`config.mk`:
```
export PLATFORM = sky130hd
export DESIGN_NAME = counter_slice_scheduler
export DESIGN_NICKNAME = d
export VERILOG_FILES = /design/src/rtl/counter_slice_scheduler.sv
export SDC_FILE = /design/constraint.sdc
export NUM_CORES = 1
export LEC_CHECK = 0
export ABC_CLOCK_PERIOD_IN_PS = 2800
export BUFFER_PORTS_ARGS = -buffer_cell sky130_fd_sc_hd__clkbuf_2
export CAP_MARGIN = 25
export CORE_UTILIZATION = 32
export CTS_BUF_LIST = sky130_fd_sc_hd__clkbuf_8
export DETAILED_ROUTE_END_ITERATION = 12
export PLACE_DENSITY = 0.53
export SYNTH_ARGS = -nofsm -noshare
export SYNTH_HDL_FRONTEND = slang
export SYNTH_SLANG_ARGS = --single-unit
```
`constraint.sdc`:
```
create_clock -name clk -period 2.8 [get_ports clk]
set_input_delay 0.42 -clock clk [delete_from_list [all_inputs] [get_ports clk]]
set_output_delay 0.42 -clock clk [all_outputs]
set_load 0.02 [all_outputs]
```
`src/rtl/counter_slice_scheduler.sv`:
```
// Round-robin time-slice scheduler: one increment engine shared by two counters.
// Latency: grant one edge after req is sampled in IDLE; increments start on the following edge.
// Backpressure: level-sensitive req; contention yields after QUANTUM increments, no bubble on handoff.
//
// Ports:
//   clk, rst_n      rising-edge clock, asynchronous active-low reset
//   req[1:0]        increment request for counter1 (bit 0) / counter2 (bit 1)
//   clr[1:0]        synchronous clear of counter1 / counter2, wins over an increment
//   grant[1:0]      one-hot owner of the increment engine, 00 when idle
//   counter1/2      channel counts, modulo LIMIT
//   wrap[1:0]       one-cycle pulse when a counter wraps LIMIT-1 -> 0 by increment
//   active          high while any grant is held
module counter_slice_scheduler #(
  parameter int WIDTH   = 4,
  parameter int LIMIT   = 8,
  parameter int QUANTUM = 4
) (
  input  logic             clk,
  input  logic             rst_n,
  input  logic [1:0]       req,
  input  logic [1:0]       clr,
  output logic [1:0]       grant,
  output logic [WIDTH-1:0] counter1,
  output logic [WIDTH-1:0] counter2,
  output logic [1:0]       wrap,
  output logic             active
);

  localparam logic [0:0] IDLE  = 1'b0;
  localparam logic [0:0] SERVE = 1'b1;

  // A quantum of 1 still needs a one-bit slice register.
  localparam int SW = (QUANTUM > 1) ? $clog2(QUANTUM) : 1;

  localparam logic [WIDTH-1:0] CNT_MAX    = WIDTH'(LIMIT - 1);
  localparam logic [SW-1:0]    SLICE_LAST = SW'(QUANTUM - 1);

  logic [0:0]    state;
  logic          owner;
  logic          last;
  logic [SW-1:0] slice;

  logic          own_req;
  logic          other_req;
  logic          inc;
  logic          inc0;
  logic          inc1;
  logic          slice_end;

  // Request of the current owner drives the increment; the other channel's
  // request only matters for deciding whether to hand off.
  assign own_req   = req[owner];
  assign other_req = req[~owner];
  assign inc       = (state == SERVE) && own_req;
  assign inc0      = inc && !owner;
  assign inc1      = inc && owner;
  assign slice_end = (slice == SLICE_LAST);

  function automatic logic [WIDTH-1:0] bump(input logic [WIDTH-1:0] v);
    return (v == CNT_MAX) ? '0 : v + 1'b1;
  endfunction

  // ---------------------------------------------------------------------------
  // Arbitration FSM
  // ---------------------------------------------------------------------------
  always_ff @(posedge clk or negedge rst_n) begin
    if (!rst_n) begin
      state <= IDLE;
      owner <= 1'b0;
      last  <= 1'b1;          // channel 0 wins the first tie
      slice <= '0;
    end else begin
      case (state)
        IDLE: begin
          if (|req) begin
            state <= SERVE;
            slice <= '0;
            // On a tie the channel not served most recently goes first.
            owner <= (req == 2'b11) ? ~last : req[1];
          end
        end
        SERVE: begin
          if (!own_req) begin
            // Owner released: hand over immediately or fall back to IDLE.
            last  <= owner;
            slice <= '0;
            if (other_req) begin
              owner <= ~owner;
            end else begin
              state <= IDLE;
            end
          end else if (slice_end) begin
            // Quantum used up: yield only if the other channel is waiting.
            slice <= '0;
            if (other_req) begin
              last  <= owner;
              owner <= ~owner;
            end
          end else begin
            slice <= slice + 1'b1;
          end
        end
        default: begin
          state <= IDLE;
          slice <= '0;
        end
      endcase
    end
  end

  // ---------------------------------------------------------------------------
  // Counters and wrap pulses. A clear takes the counter but leaves the FSM
  // treating the cycle as a normal increment, so slicing is unaffected.
  // ---------------------------------------------------------------------------
  always_ff @(posedge clk or negedge rst_n) begin
    if (!rst_n) begin
      counter1 <= '0;
      counter2 <= '0;
      wrap     <= 2'b00;
    end else begin
      if (clr[0]) begin
        counter1 <= '0;
      end else if (inc0) begin
        counter1 <= bump(counter1);
      end

      if (clr[1]) begin
        counter2 <= '0;
      end else if (inc1) begin
        counter2 <= bump(counter2);
      end

      wrap[0] <= inc0 && !clr[0] && (counter1 == CNT_MAX);
      wrap[1] <= inc1 && !clr[1] && (counter2 == CNT_MAX);
    end
  end

  // Outputs decode flops only; nothing combinational from req or clr.
  assign grant  = (state == SERVE) ? (owner ? 2'b10 : 2'b01) : 2'b00;
  assign active = (state == SERVE);

endmodule

```
==> results.sh, run 1 <==
export IMPL_post_dp_cell_area_um2=865
export IMPL_first_iter_violations=6
export IMPL_die_y_um=50.5
export IMPL_p_int_mw=0.362
export IMPL_cts_root_buf="clkbuf_8"
export IMPL_cp_max_fo=13
export IMPL_maxSlewViolCount=0
export IMPL_cp_num_buf_inv=1
export IMPL_holdCritPathClass="in2async"
export IMPL_floorplan_initialDensity=0.340
export IMPL_cts_tree="yes"
export IMPL_ys_warn_count=0
export IMPL_antenna_left=0
export IMPL_swShare=0.271
export IMPL_final_area_um2=910
export IMPL_maxCapViolations=0
export IMPL_post_cts_resized=0
export IMPL_nets=103
export IMPL_post_drt_via_cell_ratio=4.99
export IMPL_worstSetupEndpointType="primary output"
export IMPL_areaGrowthSynthToFinish_pct=21.0
export IMPL_final_setup_viol_count=0
export IMPL_grt_max_degree=16
export IMPL_drive_above_1_share=0.280
export IMPL_power_density_mw_per_mm2=546
export IMPL_vias=604
export IMPL_crit_chain="nor2b_1 -> clkbuf_2"
export IMPL_final_seq_area_um2=377
export IMPL_yosysUniqueCellTypes=26
export IMPL_synthArstFlopShare=1.00
export IMPL_finClkSkew_ns=0.00166
export IMPL_track_usage=0.128
export IMPL_hpwl_um=1070
export IMPL_path_delay_family="flip-flops"
export IMPL_min_period_ns=1.75
export IMPL_clkSinkCount=15
export IMPL_synth_edf_count=0
export IMPL_switching_power_mw=0.135
export IMPL_worstMarginPinSlew_ns=0.433
export IMPL_power_frac_comb=0.156
export IMPL_setup_tns_final_ns=0
export IMPL_grt_setup_unrepaired="false"
export IMPL_cpPeakStageDelay_ns=0.61
export IMPL_ys_seq_elements=15
export IMPL_finalPower_mw=0.497
export IMPL_crit_type="reg2out"
export IMPL_portBuffers=18
export IMPL_syn_area_per_cell_um2=10.3
export IMPL_grt_pass1_wl_um=2430
export IMPL_clockBufferDepth=2
export IMPL_power_leakage_nw=0.447
export IMPL_critPathRequiredTime_ns=2.38
export IMPL_pwr_share_seq=0.506
export IMPL_routabilityCongestion=0.771
export IMPL_synth_cells=73
export IMPL_antenna_found_initial=0
export IMPL_slowest_stage="dfrtp_1"
export IMPL_dp_cells=117
export IMPL_syn_area_um2=752
export IMPL_synthFlopType="dfrtp_1"
export IMPL_worstPathArrival_ns=1.33
export IMPL_boundaryPins=19
export IMPL_core_area_mm2=0.00221
export IMPL_wl_per_cell_um=11.7
export IMPL_first_global_vias=551
export IMPL_rows=17
export IMPL_instances_no_fill=121
export IMPL_dieArea_mm2=0.00255
export IMPL_syn_nets=82
export IMPL_drt_pass1_iter_count=2
export IMPL_fmaxAchievable_mhz=571
export IMPL_fill_cells=225
export IMPL_path_clk_slew_ns=0.06
export IMPL_multi_input_area_um2=352
export IMPL_final_hold_viol_count=0
export IMPL_cts_buffers=3
export IMPL_status="finished, final reports clean"
export IMPL_drc=0
export IMPL_startpoint_type="register"
export IMPL_yosysSeqAreaShare=0.501
export IMPL_cts_htree_levels=1
export IMPL_antennaDiodeCount=0
export IMPL_clock_latency_ns=0.24
export IMPL_slew_headroom=0.712
export IMPL_cts_hold_buffers=0
export IMPL_pwr_share_clk=0.338
export IMPL_die_w_um=50.5
export IMPL_postCtsSetupRepairBufs=0
export IMPL_grt_overflow_total=0
export IMPL_min_period_over_period=0.626
export IMPL_routed_wl_um=1420
export IMPL_ir_worst_vdd_mv=0.285
-- synthesized netlist by cell type (2+ instances only) --
master	number	share of area
inv_1	3	0.015
nand2_1	7	0.035
a21oi_1	7	0.047
nand3_1	2	0.013
mux2i_1	2	0.027
xor2_1	3	0.035
or4_1	2	0.020
nor2_1	8	0.040
dfrtp_1	14	0.47
o21ai_0	4	0.027
a32o_1	2	0.027
nor4_1	2	0.017
ha_1	3	0.050
o2111ai_1	2	0.023
-- state kept, by name, summed over array words and instances, names as in the netlist --
register  count
counter2      4
counter1      4
last          1
slice         2
wrap          2
owner         1
active        1
-- metrics by stage --
step	utilization	hold slack (ns)	setup WS (ns)
final	0.411	0.0848	1.05
after global routing	0.411	0.103	0.929
after CTS	0.411	0.0952	1.03
after detailed placement	0.391	0.359	1.32
after global placement	0.391	0.350	1.33
after floorplan	-	0.124	1.22
-- metal layers --
layer  track usage  routed length, um
met3        0.0273                 33
met2         0.189                654
met5             0                  0
met4        0.0694                 10
met1         0.173                722
-- worst register-to-register path, stage by stage (launching register included) --
cell,delay [ns]
dfrtp_1,0.61
nand3_2,0.19
or4_1,0.50
a21oi_1,0.13
-- power by group through the flow --
| stage | clock network, mW | logic, mW | registers, mW |
|---|---|---|---|
| 6_report | 0.168 | 0.0777 | 0.251 |
| 5_1_grt | 0.187 | 0.0871 | 0.254 |
| 4_1_cts | 0.176 | 0.0787 | 0.251 |
| 3_5_place_dp | 0 | 0.0784 | 0.255 |
| 3_3_place_gp | 0 | 0.0762 | 0.254 |
| 2_1_floorplan | 0 | 0.0535 | 0.251 |
-- worst paths after layout --
path / from / end / slack (ns) / cells past startpoint
max reg2reg: active / counter2[3] / 1.30 / 3
min reg2reg: last / last / 0.51 / 2
min: rst_n / counter2[0] / 0.08 / 1
max: active / grant[0] / 1.05 / 2
max in group asynchronous: rst_n / last / 2.40 / 1
min in group clk: clr[1] / counter2[0] / 0.40 / 2
-- cell families (layout without fill, tap and decap cells) --
kind of cell | count (synthesis) | in the layout | synth area share
muxes | 2 | 2 | 0.0266
xor gates and xnor gates | 3 | 3 | 0.0349
AOI/OAI and AO/OA | 17 | 17 | 0.146
adders and majority gates | 3 | 3 | 0.0499
and+or+nand+nor | 28 | 28 | 0.210
DFF | 15 | 15 | 0.501
buffers and inverters | 5 | 25 | 0.0316
-- area by class of cell --
class,count,area share
clock buffers,3,0.0454
clock inverters,1,0.00413
inverters,3,0.0124
multi-input cells,53,0.387
flip-flops and latches,15,0.414
well taps,28,0.0385
repair buffers,18,0.0990
-- layout by cell type (no fill, tap or decap), types with 2 or more instances in the layout --
master,n
clkbuf_2,18
dfrtp_1,14
nor2_1,8
nand2_1,7
a21oi_1,7
inv_1,4
o21ai_0,4
xor2_1,3
ha_1,3
clkbuf_8,3
nor4_1,2
mux2i_1,2
o2111ai_1,2
a32o_1,2
nand3_1,2
or4_1,2
(Power assumes the default switching activity.)
==> run 2: changes to the inputs <==
--- a/config.mk
+++ b/config.mk
@@ -5,7 +5,7 @@
 export SDC_FILE = /design/constraint.sdc
 export NUM_CORES = 1
 export LEC_CHECK = 0
-export ABC_CLOCK_PERIOD_IN_PS = 2800
+export ABC_CLOCK_PERIOD_IN_PS = 1700
 export BUFFER_PORTS_ARGS = -buffer_cell sky130_fd_sc_hd__clkbuf_2
 export CAP_MARGIN = 25
 export CORE_UTILIZATION = 32
==> constraint.sdc (replaced) <==
create_clock -name clk -period 1.7 [get_ports clk]
set_input_delay 0.255 -clock clk [delete_from_list [all_inputs] [get_ports clk]]
set_output_delay 0.255 -clock clk [all_outputs]
set_load 0.02 [all_outputs]
==> run 2 against run 1 <==
Clock power is 68% higher. Final cell count increased by 0.83%. Routed wire length grew 1.4%. Sequential power increased by 65%. Critical path type unchanged.
==> results.sh, run 2 (synthesis gave the netlist of run 1 again) <==
export IMPL_most_common_layout_cells="clkbuf_2 (18), dfrtp_1 (13), nor2_1 (8), nand2_1 (7), a21oi_1 (7)"
export IMPL_final_setup_viol_count=0
export IMPL_ir_worst_vdd_mv=0.458
export IMPL_holdCritPathClass="in2reg"
export IMPL_maxSlewViolCount=0
export IMPL_path_clk_slew_ns=0.06
export IMPL_drive_above_1_share=0.287
export IMPL_crit_type="reg2out"
export IMPL_fin_util=0.416
export IMPL_first_global_vias=542
export IMPL_grt_overflow_total=0
export IMPL_min_period_over_period=0.883
export IMPL_areaGrowthSynthToFinish_pct=22.5
export IMPL_slew_headroom=0.750
export IMPL_antenna_found_initial=0
export IMPL_startpoint_type="register"
export IMPL_routabilityCongestion=0.762
export IMPL_boundaryPins=19
export IMPL_cp_max_fo=13
export IMPL_fmaxAchievable_mhz=666
export IMPL_post_drt_via_cell_ratio=4.87
export IMPL_final_seq_area_um2=378
export IMPL_drt_pass1_iter_count=1
export IMPL_hold_depth=2
export IMPL_final_hold_viol_count=0
export IMPL_grt_setup_unrepaired="false"
export IMPL_reg_top3="counter1 x4, counter2 x4"
export IMPL_worstPathArrival_ns=1.25
export IMPL_cts_root_buf="clkbuf_8"
export IMPL_rrSetupSlack_ns=0.27
export IMPL_core_area_mm2=0.00221
export IMPL_cts_buffers=3
export IMPL_power_leakage_nw=0.451
export IMPL_vias=594
export IMPL_multi_input_area_um2=352
export IMPL_antenna_left=0
export IMPL_nets=104
export IMPL_worstMarginPinSlew_ns=0.375
export IMPL_reg2reg_from="owner"
export IMPL_maxCapViolations=0
export IMPL_critPathRequiredTime_ns=1.44
export IMPL_grt_max_degree=16
export IMPL_hpwl_um=1080
export IMPL_portBuffers=18
export IMPL_routed_wl_um=1440
export IMPL_min_period_ns=1.50
export IMPL_worstSetupEndpointType="primary output"
export IMPL_whs_endpoint="counter1[3]"
export IMPL_floorplan_initialDensity=0.340
export IMPL_status="finished, final reports clean"
export IMPL_finClkSkew_ns=0.00464
export IMPL_clockBufferDepth=2
export IMPL_antennaDiodeCount=0
export IMPL_rows=17
export IMPL_clkSinkCount=15
export IMPL_cts_htree_levels=1
export IMPL_drc=0
export IMPL_r2r_end="counter2[3]"
export IMPL_final_common_cell="clkbuf_2"
export IMPL_die_w_um=50.5
export IMPL_dieArea_mm2=0.00255
export IMPL_cts_tree="yes"
export IMPL_first_iter_violations=0
export IMPL_fill_cells=218
export IMPL_setup_tns_final_ns=0
export IMPL_grt_pass1_wl_um=2360
export IMPL_rr_worst_depth=3
export IMPL_clock_latency_ns=0.24
export IMPL_track_usage=0.127
export IMPL_min_from="clr[0]"
export IMPL_die_y_um=50.5
export IMPL_wl_per_cell_um=11.8
export IMPL_power_density_mw_per_mm2=895
[run 2: layer usage]
layer / track usage / wire (um)
met4: 0.0417 / 8
met3: 0.0485 / 41
met2: 0.198 / 693
met1: 0.160 / 699
met5: 0 / 0
[run 2: final cells by class]
class,count,area share
clock buffer,3,0.0448
clock inverter,1,0.00408
inverter,3,0.0122
multi-input combinational,53,0.382
sequential,15,0.410
tap,28,0.0380
timing repair buffer,19,0.109
[run 2: stage by stage]
stage          hold slack (ns)  cell area [um^2]  instances  total power, mW  setup slack [ns]
6_report                 0.229               921        122            0.824             0.199
5_1_grt                  0.236               921        122            0.874             0.122
4_1_cts                  0.227               920        122            0.833            0.0729
3_5_place_dp             0.196               865        117            0.547             0.213
3_3_place_gp             0.194               865        117            0.545             0.260
2_1_floorplan          -0.0406               752         73            0.502             0.157
[run 2: worst max path at each step]
stage,start,end,slack [ns],cells after the start
floorplan,active,counter1[0],0.16,4
global placement,active,counter2[3],0.26,3
detailed placement,active,counter2[3],0.21,3
CTS,active,grant[0],0.07,2
global route,active,grant[0],0.12,2
finish,active,grant[0],0.20,2
[run 2: power breakdown]
group          internal, mW  switching, mW
clock network         0.160          0.123
registers             0.383         0.0308
logic                0.0544         0.0725
total                 0.597          0.226
[run 2: worst max-delay path, cell delays in order (launching register included)]
cell and delay, ns:
dfrtp_2 0.51, nor2b_1 0.28, clkbuf_2 0.22
[run 2: repair_timing]
item | CTS | global route
gates resized for setup | 0 | 1
setup buffers | 0 | 0
setup endpoints to repair | 0 | 1
hold endpoints to repair | 14 | 0
hold buffers | 1 | 0
